<file path="src/rtl/comm_slave.sv">
// UART command slave: receives 16-bit commands as two 8N1 bytes (high byte first)
// and transmits single-byte responses, with independent RX and TX paths.
module comm_slave #(
    parameter int unsigned BAUD_DIV = 868
) (
    input  logic        clk,
    input  logic        rst_n,
    input  logic        RX,
    output logic        TX,
    output logic [15:0] cmd,
    output logic        cmd_rdy,
    input  logic        clr_cmd_rdy,
    input  logic [7:0]  resp,
    input  logic        send_resp,
    output logic        tx_busy,
    output logic        resp_sent
);

    localparam logic [11:0] FULL_LAST = 12'(BAUD_DIV - 1);
    localparam logic [11:0] HALF_LAST = 12'(BAUD_DIV / 2 - 1);

    typedef enum logic [1:0] {RX_IDLE, RX_START, RX_DATA, RX_STOP} rx_state_t;
    typedef enum logic {ASM_HIGH, ASM_LOW} asm_state_t;
    typedef enum logic {TX_IDLE, TX_TXING} tx_state_t;

    // Synchronizer plus fill flags: no edge is seen until the line has been
    // observed high after reset, so a line held low at release is ignored.
    logic [1:0] rx_sync;
    logic [1:0] sync_fill;
    logic       rx_prev;
    logic       rx_s;
    logic       rx_fall;

    assign rx_s    = rx_sync[1];
    assign rx_fall = rx_prev & ~rx_s;

    always_ff @(posedge clk or negedge rst_n) begin
        if (!rst_n) begin
            rx_sync   <= '1;
            sync_fill <= '0;
            rx_prev   <= 1'b0;
        end else begin
            rx_sync   <= {rx_sync[0], RX};
            sync_fill <= {sync_fill[0], 1'b1};
            rx_prev   <= sync_fill[1] & rx_s;
        end
    end

    rx_state_t  rx_state, rx_state_n;
    asm_state_t asm_state, asm_state_n;
    logic [11:0] rx_cnt, rx_cnt_n;
    logic [3:0]  rx_bits, rx_bits_n;
    logic [7:0]  rx_shift, rx_shift_n;
    logic        byte_valid, byte_valid_n;
    logic        byte_err, byte_err_n;
    logic [7:0]  hb, hb_n;
    logic [15:0] cmd_q, cmd_n;
    logic        rdy_q, rdy_n;

    always_ff @(posedge clk or negedge rst_n) begin
        if (!rst_n) begin
            rx_state   <= RX_IDLE;
            asm_state  <= ASM_HIGH;
            rx_cnt     <= '0;
            rx_bits    <= '0;
            rx_shift   <= '0;
            byte_valid <= 1'b0;
            byte_err   <= 1'b0;
            hb         <= '0;
            cmd_q      <= '0;
            rdy_q      <= 1'b0;
        end else begin
            rx_state   <= rx_state_n;
            asm_state  <= asm_state_n;
            rx_cnt     <= rx_cnt_n;
            rx_bits    <= rx_bits_n;
            rx_shift   <= rx_shift_n;
            byte_valid <= byte_valid_n;
            byte_err   <= byte_err_n;
            hb         <= hb_n;
            cmd_q      <= cmd_n;
            rdy_q      <= rdy_n;
        end
    end

    always_comb begin
        rx_state_n   = rx_state;
        rx_cnt_n     = rx_cnt + 12'd1;
        rx_bits_n    = rx_bits;
        rx_shift_n   = rx_shift;
        byte_valid_n = 1'b0;
        byte_err_n   = 1'b0;
        case (rx_state)
            RX_IDLE: begin
                rx_cnt_n  = '0;
                rx_bits_n = '0;
                if (rx_fall) rx_state_n = RX_START;
            end
            RX_START: begin
                if (rx_cnt == HALF_LAST) begin
                    rx_cnt_n   = '0;
                    rx_state_n = rx_s ? RX_IDLE : RX_DATA;
                end
            end
            RX_DATA: begin
                if (rx_cnt == FULL_LAST) begin
                    rx_cnt_n   = '0;
                    rx_shift_n = {rx_s, rx_shift[7:1]};
                    rx_bits_n  = rx_bits + 4'd1;
                    if (rx_bits == 4'd7) rx_state_n = RX_STOP;
                end
            end
            RX_STOP: begin
                if (rx_cnt == FULL_LAST) begin
                    rx_cnt_n     = '0;
                    byte_valid_n = rx_s;
                    byte_err_n   = ~rx_s;
                    rx_state_n   = RX_IDLE;
                end
            end
            default: rx_state_n = RX_IDLE;
        endcase

        // Byte arrives one clock after its stop sample; completion beats clear.
        asm_state_n = asm_state;
        hb_n        = hb;
        cmd_n       = cmd_q;
        rdy_n       = rdy_q;
        if (clr_cmd_rdy) rdy_n = 1'b0;
        if (byte_err) begin
            asm_state_n = ASM_HIGH;
        end else if (byte_valid) begin
            if (asm_state == ASM_HIGH) begin
                hb_n        = rx_shift;
                asm_state_n = ASM_LOW;
            end else begin
                cmd_n       = {hb, rx_shift};
                rdy_n       = 1'b1;
                asm_state_n = ASM_HIGH;
            end
        end
    end

    assign cmd     = cmd_q;
    assign cmd_rdy = rdy_q;

    tx_state_t   tx_state, tx_state_n;
    logic [11:0] tx_cnt, tx_cnt_n;
    logic [3:0]  tx_bits, tx_bits_n;
    logic [9:0]  tx_shift, tx_shift_n;
    logic        busy_q, busy_n;
    logic        sent_q, sent_n;

    always_ff @(posedge clk or negedge rst_n) begin
        if (!rst_n) begin
            tx_state <= TX_IDLE;
            tx_cnt   <= '0;
            tx_bits  <= '0;
            tx_shift <= '1;
            busy_q   <= 1'b0;
            sent_q   <= 1'b0;
        end else begin
            tx_state <= tx_state_n;
            tx_cnt   <= tx_cnt_n;
            tx_bits  <= tx_bits_n;
            tx_shift <= tx_shift_n;
            busy_q   <= busy_n;
            sent_q   <= sent_n;
        end
    end

    // The line is driven straight from bit 0 of the frame register, which idles at all ones.
    always_comb begin
        tx_state_n = tx_state;
        tx_cnt_n   = tx_cnt + 12'd1;
        tx_bits_n  = tx_bits;
        tx_shift_n = tx_shift;
        busy_n     = busy_q;
        sent_n     = 1'b0;
        case (tx_state)
            TX_IDLE: begin
                tx_cnt_n   = '0;
                tx_shift_n = '1;
                busy_n     = 1'b0;
                if (send_resp) begin
                    tx_shift_n = {1'b1, resp, 1'b0};
                    tx_bits_n  = '0;
                    busy_n     = 1'b1;
                    tx_state_n = TX_TXING;
                end
            end
            TX_TXING: begin
                if (tx_cnt == FULL_LAST) begin
                    tx_cnt_n = '0;
                    if (tx_bits == 4'd9) begin
                        tx_shift_n = '1;
                        busy_n     = 1'b0;
                        sent_n     = 1'b1;
                        tx_state_n = TX_IDLE;
                    end else begin
                        tx_shift_n = {1'b1, tx_shift[9:1]};
                        tx_bits_n  = tx_bits + 4'd1;
                    end
                end
            end
            default: tx_state_n = TX_IDLE;
        endcase
    end

    assign TX        = tx_shift[0];
    assign tx_busy   = busy_q;
    assign resp_sent = sent_q;

endmodule

</file>
<file path="config.mk">
export PLATFORM = sky130hd
export DESIGN_NAME = comm_slave
export DESIGN_NICKNAME = d
export VERILOG_FILES = /design/src/rtl/comm_slave.sv
export SDC_FILE = /design/constraint.sdc
export NUM_CORES = 1
export LEC_CHECK = 0
export CORE_MARGIN = 5
export CORE_UTILIZATION = 45
export CTS_CLUSTER_SIZE = 12
export DETAILED_ROUTE_END_ITERATION = 12
export PLACE_DENSITY = 0.72
export RECOVER_POWER = 25
export SYNTH_ARGS = -nofsm -noshare
export SYNTH_HDL_FRONTEND = slang
export SYNTH_SLANG_ARGS = --single-unit
</file>
<file path="constraint.sdc">
create_clock -name clk -period 2.4 [get_ports clk]
set_input_delay 0.6 -clock clk [delete_from_list [all_inputs] [get_ports clk]]
set_output_delay 0.6 -clock clk [all_outputs]
set_load 0.02 [all_outputs]
</file>
==> flow_metrics.tcl <==
set metrics [dict create \
    cp-end-kind "register" \
    hp-class "reg -> reg" \
    whs_ns 0.3559 \
    finalSetupViolCount 0 \
    port_buffers 32 \
    ir_worst_vdd_mv 0.3137 \
    max_freq_mhz 479.5 \
    critical_path_arrival_ns 2.38 \
    ant_nets 0 \
    min_period_ns 2.086 \
    grt_pass1_vias 2602 \
    power_density_nw_per_um2 635.3 \
    nets 384 \
    synth_compound_area_share_pct 6.279 \
    muxShareOfSynthArea_pct 10.69 \
    cts_tree "done" \
    status "complete, no violations" \
    worstSkewPairLatency_ns 0.37 \
    synth_cells 323 \
    slew_viol_final 0 \
    synth_top_family_by_area "simple AND/OR/NAND/NOR gates" \
    dieWidth_um 101.2 \
    first_iter_violations 134 \
    netlist_top_cells_area "dfrtp_1, mux2_2, dfstp_2" \
    synthDistinctLibCells 41 \
    fin_setup_tns_ns 0 \
    synth_top_area_cell "dfrtp_1" \
    power_uw 2805 \
    post_cts_buffers 0 \
    synthFlopType "dfrtp_1" \
    ys_ff_latch 87 \
    cts_buffer_depth 2 \
    path_max_fanout 5 \
    drc_errors 0 \
    ios 33 \
    place.gp.congestion 0.8127 \
    num-fill-cells 692 \
    clkSinkCount 87 \
    hold_violations 0 \
    first_pass_iters 4 \
    root_buffer "clkbuf_8" \
    grt_setup_unrepaired "no" \
    r2r_setup_slack_ns 0.31 \
    numCtsBuffers 9 \
    drt-wirelength-per-cell_um 13.91 \
    synth.cell_area_um2 3746 \
    dieArea_um2 10250 \
    start_util_pct 45.82 \
    startpoint_type "register" \
    critical_path_required_ns 2.69 \
    core_um2 8175 \
    grt_max_degree 45 \
    synthAdderAreaFrac_pct 2.004 \
    drive_above_1_share_pct 19.46 \
    yosys_warnings 0 \
    antenna_cells 0 \
    synth-xor-area-share_pct 4.208 \
    period_share_pct 86.90 \
    avgSynthCellArea_um2 11.60 \
    maxCapViolations 0 \
    yosys.area_share.simple_pct 16.10 \
    cts_resized 0 \
    antenna_found_initial 0 \
    async_reset_ff_share_pct 100.0 \
    fp-row-count 33 \
    cts.clk_slew.worst_paths_ns 0.09 \
    h-tree-depth 3 \
    syn-num-nets 342 \
    syn_to_final_growth_pct 17.87 \
    dieHeight_um 101.2 \
    post-route-util_pct 54.01 \
    path_class "reg -> reg" \
    cts_hold_buf 0 \
    gr-total-overflow 0 \
    routed_wl_mm 6.608 \
    dp_hpwl_mm 4.621 \
    worst_pin_slew_ns 1.038 \
    leakagePower_uw 0.001966 \
    ys_seq_area_share_pct 58.48 \
    synth_top_area_share_pct 50.77 \
    slew-limit-headroom_pct 30.78 \
    grt_pass1_wl_mm 11.70 \
    grt_use_total_pct 14.19 \
    viasPerCell 5.314 \
    num_vias 2524 \
    synth-edff-count 0 \
    skew_ns 0.01571 \
]
-- cells by family after synthesis --
family,after synthesis
buffers and inverters,21
and+or+nand+nor,116
adders and majority gates,6
DFF,87
muxes,36
AOI/OAI and AO/OA,38
other,1
xor gates and xnor gates,18
-- Yosys cell counts, types with 2 or more instances --
master / count
ha_1: 6
a21oi_1: 12
nand3b_1: 2
o22ai_1: 3
and2_1: 3
nor3_1: 9
xnor2_1: 13
nand3_1: 16
o311ai_0: 3
dfrtp_1: 76
dfstp_2: 11
nor2_1: 34
a31oi_1: 3
nand2_1: 16
and4b_1: 2
mux2_2: 32
and3_1: 3
mux2i_1: 4
o21ai_0: 7
nand2b_1: 6
xor2_1: 5
or4_1: 2
o211ai_1: 3
o31ai_1: 3
nor4_1: 5
clkbuf_1: 10
inv_1: 10
or3_1: 6
nand4_1: 6
-- state kept, by name (all words and copies together), names as in the netlist, named ones only --
| name | count |
|---|---|
| rx_bits | 4 |
| rx_sync | 2 |
| tx_bits | 4 |
| rx_cnt | 12 |
| tx_state | 1 |
| rx_shift | 8 |
| byte_err | 1 |
| tx_busy | 1 |
| cmd_rdy | 1 |
| asm_state | 1 |
| hb | 8 |
| byte_valid | 1 |
| cmd | 16 |
| rx_state | 1 |
| tx_cnt | 12 |
| sync_fill | 2 |
| rx_prev | 1 |
| resp_sent | 1 |
| tx_shift | 9 |
-- stage by stage --
stage	setup WS (ns)	cells	area (µm²)
global route	0.1997	475	4415
CTS	0.3003	475	4433
detailed placement	0.3261	459	4245
global placement	0.3278	459	4245
floorplan	0.2591	323	3746
finish	0.3145	475	4415
-- layout make-up --
| class | instances | area [µm²] | area share (%) |
|---|---|---|---|
| Clock buffer | 9 | 123.9 | 2.805 |
| Tap cell | 105 | 131.4 | 2.975 |
| Inverter | 10 | 37.54 | 0.8501 |
| Timing Repair Buffer | 42 | 387.9 | 8.784 |
| Sequential cell | 87 | 2191 | 49.62 |
| Multi-Input combinational cell | 215 | 1480 | 33.52 |
| Clock inverter | 7 | 63.81 | 1.445 |
-- power by group --
| group | switching [µW] | internal (µW) |
|---|---|---|
| Clock | 570 | 399 |
| Sequential | 79.8 | 1530 |
| Combinational | 123 | 108 |
-- routing by layer --
| layer | global-route usage [%] | vias to the layer above | wire, µm |
|---|---|---|---|
| li1 | - | 1226 | - |
| met2 | 23.19 | 46 | 3047 |
| met1 | 18.19 | 1241 | 3155 |
| met3 | 2.824 | 11 | 272 |
| met5 | 0 | - | 0 |
| met4 | 6.646 | 0 | 132 |
-- worst paths after layout --
kind / start / to / cells past startpoint
setup / recovery: tx_cnt[2] / tx_bits[3] / 4
hold / removal: sync_fill[0] / sync_fill[1] / 0
setup reg to reg: tx_cnt[2] / tx_bits[3] / 4
hold reg to reg: sync_fill[0] / sync_fill[1] / 0
max in group asynchronous: rst_n / cmd[4] / 2
min in group asynchronous: rst_n / resp_sent / 1
-- placed cells by master, fill, tap and decap left out, types with 10 or more instances in the layout --
master,instances
dfstp_2,10
dfrtp_1,76
a21oi_1,12
xnor2_1,13
inv_1,10
nand3_1,16
clkdlybuf4s50_1,30
nand2_1,16
mux2_2,32
nor2_1,34
-- critical path: stages, from the launching register on --
cell and delay, ns:
dfrtp_1 0.43, or4b_4 0.57, or3_1 0.38, or4_1 0.50, a21boi_1 0.15
(Power assumes the default switching activity.)
